--- src/rtl/sweep_ctrl_if.sv ---
// Configuration handshake between the register/control wrapper (master)
// and the sweep run-control sequencer (slave).
interface sweep_ctrl_if #(
    parameter int PRESC_W = 14,
    parameter int REP_W   = 8
);
    logic               cfg_valid;
    logic               cfg_ready;
    logic [PRESC_W-1:0] cfg_prescaler;
    logic [REP_W-1:0]   cfg_repeat;
    logic               cfg_continuous;

    modport master (
        output cfg_valid,
        output cfg_prescaler,
        output cfg_repeat,
        output cfg_continuous,
        input  cfg_ready
    );

    modport slave (
        input  cfg_valid,
        input  cfg_prescaler,
        input  cfg_repeat,
        input  cfg_continuous,
        output cfg_ready
    );
endinterface

--- src/rtl/sweep_ctrl.sv ---
// Run-control sequencer for the GPIO sweep core: takes a configuration,
// starts/pauses/aborts runs and counts completed sweeps from core_done.
module sweep_ctrl #(
    parameter int PRESC_W = 14,
    parameter int REP_W   = 8
) (
    input  logic               clk,
    input  logic               nrst,
    sweep_ctrl_if.slave        cfg,
    input  logic               start,
    input  logic               pause,
    input  logic               abort,
    input  logic               irq_clr,
    output logic               busy,
    output logic               paused,
    output logic               cfg_err,
    output logic [REP_W-1:0]   sweep_count,
    output logic               sweep_tick,
    output logic               irq_done,
    output logic               core_enable,
    output logic               core_stop,
    output logic [PRESC_W-1:0] core_prescaler,
    input  logic               core_done
);

    typedef enum logic [2:0] {IDLE, CLEAR, RUN, PAUSE, FINISH} state_t;

    state_t             state;
    state_t             state_nxt;
    logic [PRESC_W-1:0] shadow_presc;
    logic [REP_W-1:0]   shadow_rep;
    logic               shadow_cont;
    logic [PRESC_W-1:0] run_presc;
    logic [REP_W-1:0]   run_rep;
    logic               run_cont;
    logic               done_q;

    logic               cfg_fire;
    logic               start_ok;
    logic               start_bad;
    logic               sweep_edge;
    logic               count_en;
    logic               last_edge;
    logic [REP_W-1:0]   count_inc;
    logic [REP_W-1:0]   eff_rep;

    assign cfg_fire   = cfg.cfg_valid & cfg.cfg_ready;
    assign start_ok   = (state == IDLE) & start & (shadow_presc != '0);
    assign start_bad  = (state == IDLE) & start & (shadow_presc == '0);
    assign sweep_edge = core_done & ~done_q;
    assign count_inc  = sweep_count + REP_W'(1);
    assign eff_rep    = (run_rep == '0) ? REP_W'(1) : run_rep;
    assign last_edge  = sweep_edge & ~run_cont & (count_inc == eff_rep);
    assign count_en   = (state == RUN) & sweep_edge & ~abort;

    assign sweep_tick     = count_en;
    assign core_prescaler = run_presc;

    always_ff @(posedge clk or negedge nrst) begin
        if (!nrst) state <= IDLE;
        else       state <= state_nxt;
    end

    always_comb begin
        state_nxt = state;
        unique case (state)
            IDLE:    if (start_ok) state_nxt = CLEAR;
            CLEAR:   state_nxt = abort ? IDLE : RUN;
            RUN: begin
                if (abort)          state_nxt = IDLE;
                else if (last_edge) state_nxt = FINISH;
                else if (pause)     state_nxt = PAUSE;
            end
            PAUSE: begin
                if (abort)       state_nxt = IDLE;
                else if (!pause) state_nxt = RUN;
            end
            FINISH:  state_nxt = IDLE;
            default: state_nxt = IDLE;
        endcase
    end

    always_comb begin
        core_enable   = 1'b0;
        core_stop     = 1'b1;
        busy          = (state != IDLE);
        paused        = (state == PAUSE);
        cfg.cfg_ready = (state == IDLE);
        unique case (state)
            RUN:     begin core_enable = 1'b1; core_stop = 1'b0; end
            PAUSE:   core_stop = 1'b0;
            default: ;
        endcase
    end

    // The run copies freeze the configuration at start, so a handshake that
    // coincides with start only affects the following run.
    always_ff @(posedge clk or negedge nrst) begin
        if (!nrst) begin
            shadow_presc <= '0;
            shadow_rep   <= REP_W'(1);
            shadow_cont  <= 1'b0;
            run_presc    <= '0;
            run_rep      <= REP_W'(1);
            run_cont     <= 1'b0;
            done_q       <= 1'b0;
            sweep_count  <= '0;
            cfg_err      <= 1'b0;
            irq_done     <= 1'b0;
        end else begin
            if (cfg_fire) begin
                shadow_presc <= cfg.cfg_prescaler;
                shadow_rep   <= cfg.cfg_repeat;
                shadow_cont  <= cfg.cfg_continuous;
            end
            if (start_ok) begin
                run_presc <= shadow_presc;
                run_rep   <= shadow_rep;
                run_cont  <= shadow_cont;
            end else if (cfg_fire) begin
                run_presc <= cfg.cfg_prescaler;
                run_rep   <= cfg.cfg_repeat;
                run_cont  <= cfg.cfg_continuous;
            end
            done_q <= start_ok ? 1'b0 : core_done;
            if (start_ok)      sweep_count <= '0;
            else if (count_en) sweep_count <= count_inc;
            if (start_bad)     cfg_err <= 1'b1;
            else if (cfg_fire) cfg_err <= 1'b0;
            if (state == FINISH) irq_done <= 1'b1;
            else if (irq_clr)    irq_done <= 1'b0;
        end
    end

endmodule

--- src/flat_wrapper.sv ---
// flat-port wrapper written by rule: the top's interface ports become plain ports
module sweep_ctrl_flat 
#(
    parameter int PRESC_W = 14,
    parameter int REP_W   = 8
)
  (clk, nrst, start, pause, abort, irq_clr, busy, paused, cfg_err, sweep_count, sweep_tick, irq_done, core_enable, core_stop, core_prescaler, core_done, cfg_cfg_valid, cfg_cfg_prescaler, cfg_cfg_repeat, cfg_cfg_continuous, cfg_cfg_ready);
  sweep_ctrl_if #(.PRESC_W(PRESC_W), .REP_W(REP_W)) cfg_i ();
  input  logic clk;
  input  logic nrst;
  input  logic start;
  input  logic pause;
  input  logic abort;
  input  logic irq_clr;
  output logic busy;
  output logic paused;
  output logic cfg_err;
  output logic [REP_W-1:0] sweep_count;
  output logic sweep_tick;
  output logic irq_done;
  output logic core_enable;
  output logic core_stop;
  output logic [PRESC_W-1:0] core_prescaler;
  input  logic core_done;
  input wire logic [$bits(cfg_i.cfg_valid)-1:0] cfg_cfg_valid;
  input wire logic [$bits(cfg_i.cfg_prescaler)-1:0] cfg_cfg_prescaler;
  input wire logic [$bits(cfg_i.cfg_repeat)-1:0] cfg_cfg_repeat;
  input wire logic [$bits(cfg_i.cfg_continuous)-1:0] cfg_cfg_continuous;
  output wire logic [$bits(cfg_i.cfg_ready)-1:0] cfg_cfg_ready;
  assign cfg_i.cfg_valid = cfg_cfg_valid;
  assign cfg_i.cfg_prescaler = cfg_cfg_prescaler;
  assign cfg_i.cfg_repeat = cfg_cfg_repeat;
  assign cfg_i.cfg_continuous = cfg_cfg_continuous;
  assign cfg_cfg_ready = cfg_i.cfg_ready;
  sweep_ctrl #(.PRESC_W(PRESC_W), .REP_W(REP_W)) u_core (.clk(clk), .nrst(nrst), .cfg(cfg_i), .start(start), .pause(pause), .abort(abort), .irq_clr(irq_clr), .busy(busy), .paused(paused), .cfg_err(cfg_err), .sweep_count(sweep_count), .sweep_tick(sweep_tick), .irq_done(irq_done), .core_enable(core_enable), .core_stop(core_stop), .core_prescaler(core_prescaler), .core_done(core_done));
endmodule
--- config.mk ---
export PLATFORM = sky130hd
export DESIGN_NAME = sweep_ctrl_flat
export DESIGN_NICKNAME = d
export VERILOG_FILES = /design/src/rtl/sweep_ctrl_if.sv /design/src/rtl/sweep_ctrl.sv /design/src/flat_wrapper.sv
export SDC_FILE = /design/constraint.sdc
export NUM_CORES = 1
export LEC_CHECK = 0
export ABC_AREA = 1
export CORE_MARGIN = 2
export CORE_UTILIZATION = 40
export CTS_CLUSTER_DIAMETER = 120
export CTS_CLUSTER_SIZE = 20
export DETAILED_ROUTE_END_ITERATION = 8
export GPL_TIMING_DRIVEN = 0
export SYNTH_ARGS = -nofsm -noshare
export SYNTH_HDL_FRONTEND = slang
export SYNTH_SLANG_ARGS = --single-unit
--- constraint.sdc ---
create_clock -name clk -period 1.8 [get_ports clk]
set_input_delay 0.45 -clock clk [delete_from_list [all_inputs] [get_ports clk]]
set_output_delay 0.45 -clock clk [all_outputs]
set_load 0.005 [all_outputs]
After elaboration in Yosys (flattened, before gate mapping):

Index checks and enable logic that the tools add are counted.

* word-level logic and storage cells: 67
* input bits: 31
* output and inout bits: 30
* RAM bits: 0
* bits in registers: 60
* memories: 0
* ROM bits: 0
* bits in latches: 0

* reductions and logical operators: 11
* bitwise gates (word level): 12
* shift-type cells: 0
* order comparisons: 0
* multipliers: 0
* mux-type cells: 24
* $add $sub $neg: 1
* divide/modulo/power cells: 0
* equal/unequal tests: 8

Operator list (count)
* 8-bit two-way mux: 5
* 14-bit two-way mux: 2
* 3-bit two-way mux: 6
* 14-bit zero test: 1
* 14-bit nonzero test: 1
* 3-bit case mux with 4 select lines: 1
* 1-bit bitwise AND: 9
* 1-bit two-way mux: 9
* 8-bit by 1-bit adder with 8-bit output (second input constant): 1
* 8-bit equality test: 1
* 8-bit zero test: 1
* 2-bit nonzero test: 4
* 3-bit by 2-bit equality test with 1-bit output (second input constant): 2
* 4-bit by 3-bit inequality test with 1-bit output (second input constant): 1
* 3-bit by 1-bit equality test with 1-bit output (second input constant): 1
* 3-bit equality test (second input constant): 1
* 3-bit zero test: 1
* 3-bit inequality test (second input constant): 1
* 1-bit inverter: 3
* 3-bit AND reduction: 1
* 3-bit nonzero test: 1
* 2-bit two-way mux: 1
* 2-bit inequality test (second input constant): 1
* 2-bit OR reduction: 1

Logic depth before layout (Yosys ltp):

* word-level depth: 7
* gate-level depth with buffers: 14
* mapped depth without buffers: 14

Worst setup path after synthesis:

No wires, ideal clock.

* path type: register -> register
* start point: reg u_core.sweep_count[0]
* end point: reg u_core.state[0]
* data arrival time: 1482 ps
* data required time: 1683 ps
* setup time: 117 ps
* path slack: 200 ps
* stages on the path, launching flop included: 12
* buffers on the path: 0
* clock period less this slack: 1600 ps
* cells stage by stage: dfrtp_1 -> ha_1 -> xnor2_1 -> nand2_1 -> nor2_1 -> nand3_2 -> nor2_2 -> nand3_2 -> nand2_2 -> nand2_1 -> nand3_1 -> nand2_1

* cells in the longest elaborated chain, start to end: 6
* elaborated cells on any way between the ends: 8
* classes of those cells: 1 x add/sub; 2 x eq/ne; 3 x mux; 1 x bitwise; 1 x reduce/logical

RTL lines
* start: declaration: line sweep_ctrl.sv:17 `output logic [REP_W-1:0] sweep_count,`
* start signal: assignment: line sweep_ctrl.sv:127 `else if (count_en) sweep_count <= count_inc;`
* 8-bit by 1-bit adder with 8-bit output *: line sweep_ctrl.sv:51 `assign count_inc = sweep_count + REP_W'(1);`
* 8-bit equality test *: line sweep_ctrl.sv:53 `assign last_edge = sweep_edge & ~run_cont & (count_inc == eff_rep);`
* 1-bit bitwise AND *: line sweep_ctrl.sv:53
* 3-bit two-way mux: line sweep_ctrl.sv:71 `else if (last_edge) state_nxt = FINISH;`
* 3-bit two-way mux: line sweep_ctrl.sv:70 `if (abort) state_nxt = IDLE;`
* 3-bit case mux with 4 select lines: line sweep_ctrl.sv:66 `unique case (state)`
* end signal: assignment: line sweep_ctrl.sv:61 `else state <= state_nxt;`
* end: declaration: line sweep_ctrl.sv:28 `state_t state;`

Every way passes the cells marked *; elsewhere a longest branch is shown, timed or not.
A chain may end at the register's enable or synchronous reset.

Worst setup path in the final report:

* start point: reg u_core.state[2]
* end point: out sweep_tick

* cells in the longest elaborated chain, start to end: 3

RTL lines
* 3-bit by 2-bit equality test with 1-bit output: line sweep_ctrl.sv:54 `assign count_en = (state == RUN) & sweep_edge & ~abort;`
* 1-bit bitwise AND (2 in a row): line sweep_ctrl.sv:54
* end: declaration: line flat_wrapper.sv:19 `output logic sweep_tick;`

Every way passes these cells.

==> summary.txt <==
Status
  • Run status: finished clean

STA
  • Shortest period the worst path allows: about 1800 ps
  • Post-route fraction of the period consumed by the critical path: between 90 and 100%
  • Clock skew after layout: just under 8 ps
  • Peak Freq: ~560 MHz
  • Worst slew pin tran: 764 ps
  • Number of failing hold endpoints at the final stage: 0
  • Number of max-slew violations in the final report: 0
  • Final-report setup violation count: 0
  • Worst hold margin: 177 ps
  • RSZ-0062 raised after global routing: yes
  • Relative slew slack: around half
  • Setup TNS after final layout: 0 ps

Power
  • Max VDD drop: roughly 720 uV
  • Static Leakage: around 2.1 nW
  • Tot Pwr: 0.00662 W
  • Power density over the cells: 1540 mW/mm2

Die
  • Number of placed I/O pins: between 60 and 70
  • Core area: between 0.007 and 0.008 mm2
  • Floorplan die width: roughly 91 um
  • Floorplan die height: between 90 and 100 um
  • Initial cell density of the core: 41.5%
  • Number of core rows: 31
  • Die area: between 0.008 and 0.009 mm2

Critical path
  • Reg-to-reg critical path startpoint: u_core.state[1]
  • R2R setup slack: around 80 ps
  • CP Capture Type: primary output
  • Arr. time, crit path: 1350 ps
  • Worst path required time: between 1000 and 1500 ps
  • Critical setup path kind: reg2out
  • Crit Reg-Reg Endpoint: u_core.core_prescaler[10]
  • Top fanout value on the critical path: 3
  • Depth of the worst register-to-register path: 10
  • Nature of the critical path startpoint: flop

Yosys
  • Synthesized flop and latch total: 60
  • Net count after synthesis: between 400 and 500
  • Leading post-synthesis cells by instance count: sky130_fd_sc_hd__nand2_1, sky130_fd_sc_hd__dfrtp_1, sky130_fd_sc_hd__o21ai_0, sky130_fd_sc_hd__inv_1, sky130_fd_sc_hd__nand3_1
  • Average cell area after synthesis: 7.92 um2
  • Synthesized instance count: roughly 380
  • Most area-hungry cell type in the Yosys netlist: sky130_fd_sc_hd__dfrtp_1
  • Top-count cell post-synth: sky130_fd_sc_hd__nand2_1
  • Synth Cell Area: just over 0.003 mm2
  • Number of unique standard cell types used by synthesis: 31
  • Async set or reset register ratio after synthesis: 100%
  • Share of the yosys chip area belonging to registers: roughly half
  • Fraction of post-synthesis cell area in the top cell type by area: between 40 and 50%
  • Top post-synthesis cells by area: sky130_fd_sc_hd__dfrtp_1, sky130_fd_sc_hd__nand2_1, sky130_fd_sc_hd__o21ai_0
  • EDFF count, synth: 0
  • Number of warnings printed during yosys synthesis: 0
  • Prevailing post-synth register cell: sky130_fd_sc_hd__dfrtp_1

Clock network
  • CTS sink cnt: 60
  • Clock latency reported for the late side of the worst-skew pair: about 340 ps
  • Clock slew seen by the registers of the worst setup and hold paths: approximately 70 ps
  • Clk root buf: sky130_fd_sc_hd__clkbuf_8
  • Clock tree from TritonCTS: built
  • Number of levels in the clock H-tree: 3
  • Buffer depth of the longest clock path: 2
  • Num CTS Buffers: 9

Job
  • Max-cap violation count: 0

Global route
  • Total congestion overflow after global routing: 0
  • Maximum number of pins on one net before global-route repair: 61
  • Global-route wire length before repair: roughly 13000 um
  • Number of global-route vias before repair: around 2800
  • Number of antenna violations at the first check in global routing: 0
  • Gr usage total: between 15 and 20%

Drt
  • Violation count after the first detailed-routing iteration: approximately 150
  • DRC errors left: 0
  • ANT nets after route: 0
  • Via/cell ratio: about 4.9
  • Number of search-and-repair iterations in the first detailed-routing pass: 4
  • Post-detailed-route wirelength per cell: 13.9 um
  • Routed wire length: between 7000 and 8000 um
  • Vias after detailed routing: ~2800

Placed design
  • HPWL after detailed placement: 5280 um
  • Placed Instance Area: about 0.0037 mm2
  • Port Buffer Count: 60
  • RePlAce Congestion: about 0.83

Cells and area
  • Number of nets in the layout: ~500
  • Post-Layout Inst Area: 0.00430 mm2
  • Diodes inserted: 0
  • Area overhead of the layout relative to synthesis: 42.0%
  • Layout cell share with drive strength beyond 1: a little under a quarter
  • FILL cells: ~680

Min path
  • Type of the worst min-delay path: in2async
[what timing repair did]
item / 4_1_cts / 5_1_grt
hold buffers: 0 / 0
resized for setup: 18 / 61
setup buffers: 7 / 8
gates cloned: 0 / 2
pin swaps: 3 / 14
setup endpoints to repair: 22 / 30
[state kept, by name, summed over array words and instances, names as in the netlist]
name and flops:
u_core.cfg_err 1, u_core.shadow_cont 1, u_core.shadow_rep 8, u_core.sweep_count 8, u_core.irq_done 1, u_core.done_q 1, u_core.run_rep 8, u_core.run_cont 1
u_core.state 3, u_core.shadow_presc 14, u_core.core_prescaler 14
[critical path: stages (launching register included)]
cell	delay [ps]
sky130_fd_sc_hd__dfrtp_1	400
sky130_fd_sc_hd__inv_2	100
sky130_fd_sc_hd__nand2_4	70
sky130_fd_sc_hd__nor2_4	140
sky130_fd_sc_hd__nand2_4	80
sky130_fd_sc_hd__nor2_4	110
sky130_fd_sc_hd__clkbuf_2	130
[cell families after synthesis]
family | after synthesis | synth area share (%)
and+or+nand+nor | 205 | 31.2
DFF | 60 | 49.7
AOI/OAI and AO/OA | 58 | 10.2
buffers and inverters | 57 | 8.23
xor gates and xnor gates | 1 | 0.290
adders and majority gates | 1 | 0.413
[worst max path at each step]
stage / from / endpoint / slack [ps]
floorplan: u_core.sweep_count[0] / u_core.state[0] / 200
global placement: nrst / u_core.core_prescaler[4] / -1780
detailed placement: abort / sweep_tick / -530
CTS: u_core.state[2] / sweep_tick / -140
global route: u_core.state[2] / sweep_tick / -90
finish: u_core.state[2] / sweep_tick / 4
[layout by cell type, fill, tap and decap left out, types with 4 or more instances in the layout]
| cell | instances |
|---|---|
| sky130_fd_sc_hd__nand2_1 | 121 |
| sky130_fd_sc_hd__nor2_1 | 8 |
| sky130_fd_sc_hd__o21ai_1 | 15 |
| sky130_fd_sc_hd__inv_1 | 35 |
| sky130_fd_sc_hd__nand3_2 | 10 |
| sky130_fd_sc_hd__inv_2 | 9 |
| sky130_fd_sc_hd__nand2_4 | 4 |
| sky130_fd_sc_hd__a21oi_1 | 6 |
| sky130_fd_sc_hd__dfrtp_1 | 52 |
| sky130_fd_sc_hd__nor2_4 | 9 |
| sky130_fd_sc_hd__buf_4 | 19 |
| sky130_fd_sc_hd__clkdlybuf4s50_1 | 52 |
| sky130_fd_sc_hd__dfrtp_2 | 6 |
| sky130_fd_sc_hd__nor2_2 | 4 |
| sky130_fd_sc_hd__nand2_2 | 13 |
| sky130_fd_sc_hd__nand3_1 | 29 |
| sky130_fd_sc_hd__clkbuf_8 | 11 |
| sky130_fd_sc_hd__o21ai_0 | 29 |
[layer usage]
layer / GRT usage [%] / routed length (um) / vias up
li1: - / - / 1395
met1: 26.6 / 3700 / 1313
met2: 32.8 / 3860 / 73
met3: 4.90 / 329 / 6
met4: 4.67 / 72 / 0
met5: 0 / 0 / -
[metrics by stage]
stage | cells | utilization (%) | worst slack [ps]
2_1_floorplan | 382 | - | 200
6_report | 574 | 58.9 | 4.21
4_1_cts | 564 | 55.7 | -136
3_5_place_dp | 541 | 51.4 | -532
3_3_place_gp | 541 | 51.4 | -1780
5_1_grt | 574 | 58.9 | -93.1
[final cells by class]
| type | count | area (um2) | share of cell area (%) |
|---|---|---|---|
| clock buffers | 12 | 155 | 3.61 |
| multi-input cells | 265 | 1390 | 32.4 |
| plain buffers | 13 | 108 | 2.51 |
| well taps | 99 | 124 | 2.88 |
| inverters | 44 | 165 | 3.85 |
| repair buffers | 77 | 744 | 17.3 |
| flip-flops and latches | 60 | 1510 | 35.2 |
| clock inverters | 4 | 95.1 | 2.21 |
[where the power goes]
group          internal, W  leakage [nW]  total [W]  switching (W)
clock             0.000994         0.127    0.00153       0.000533
sequential         0.00194         0.733    0.00235       0.000419
combinational      0.00131          1.28    0.00274        0.00144
Power figures use the tool's default switching activity.
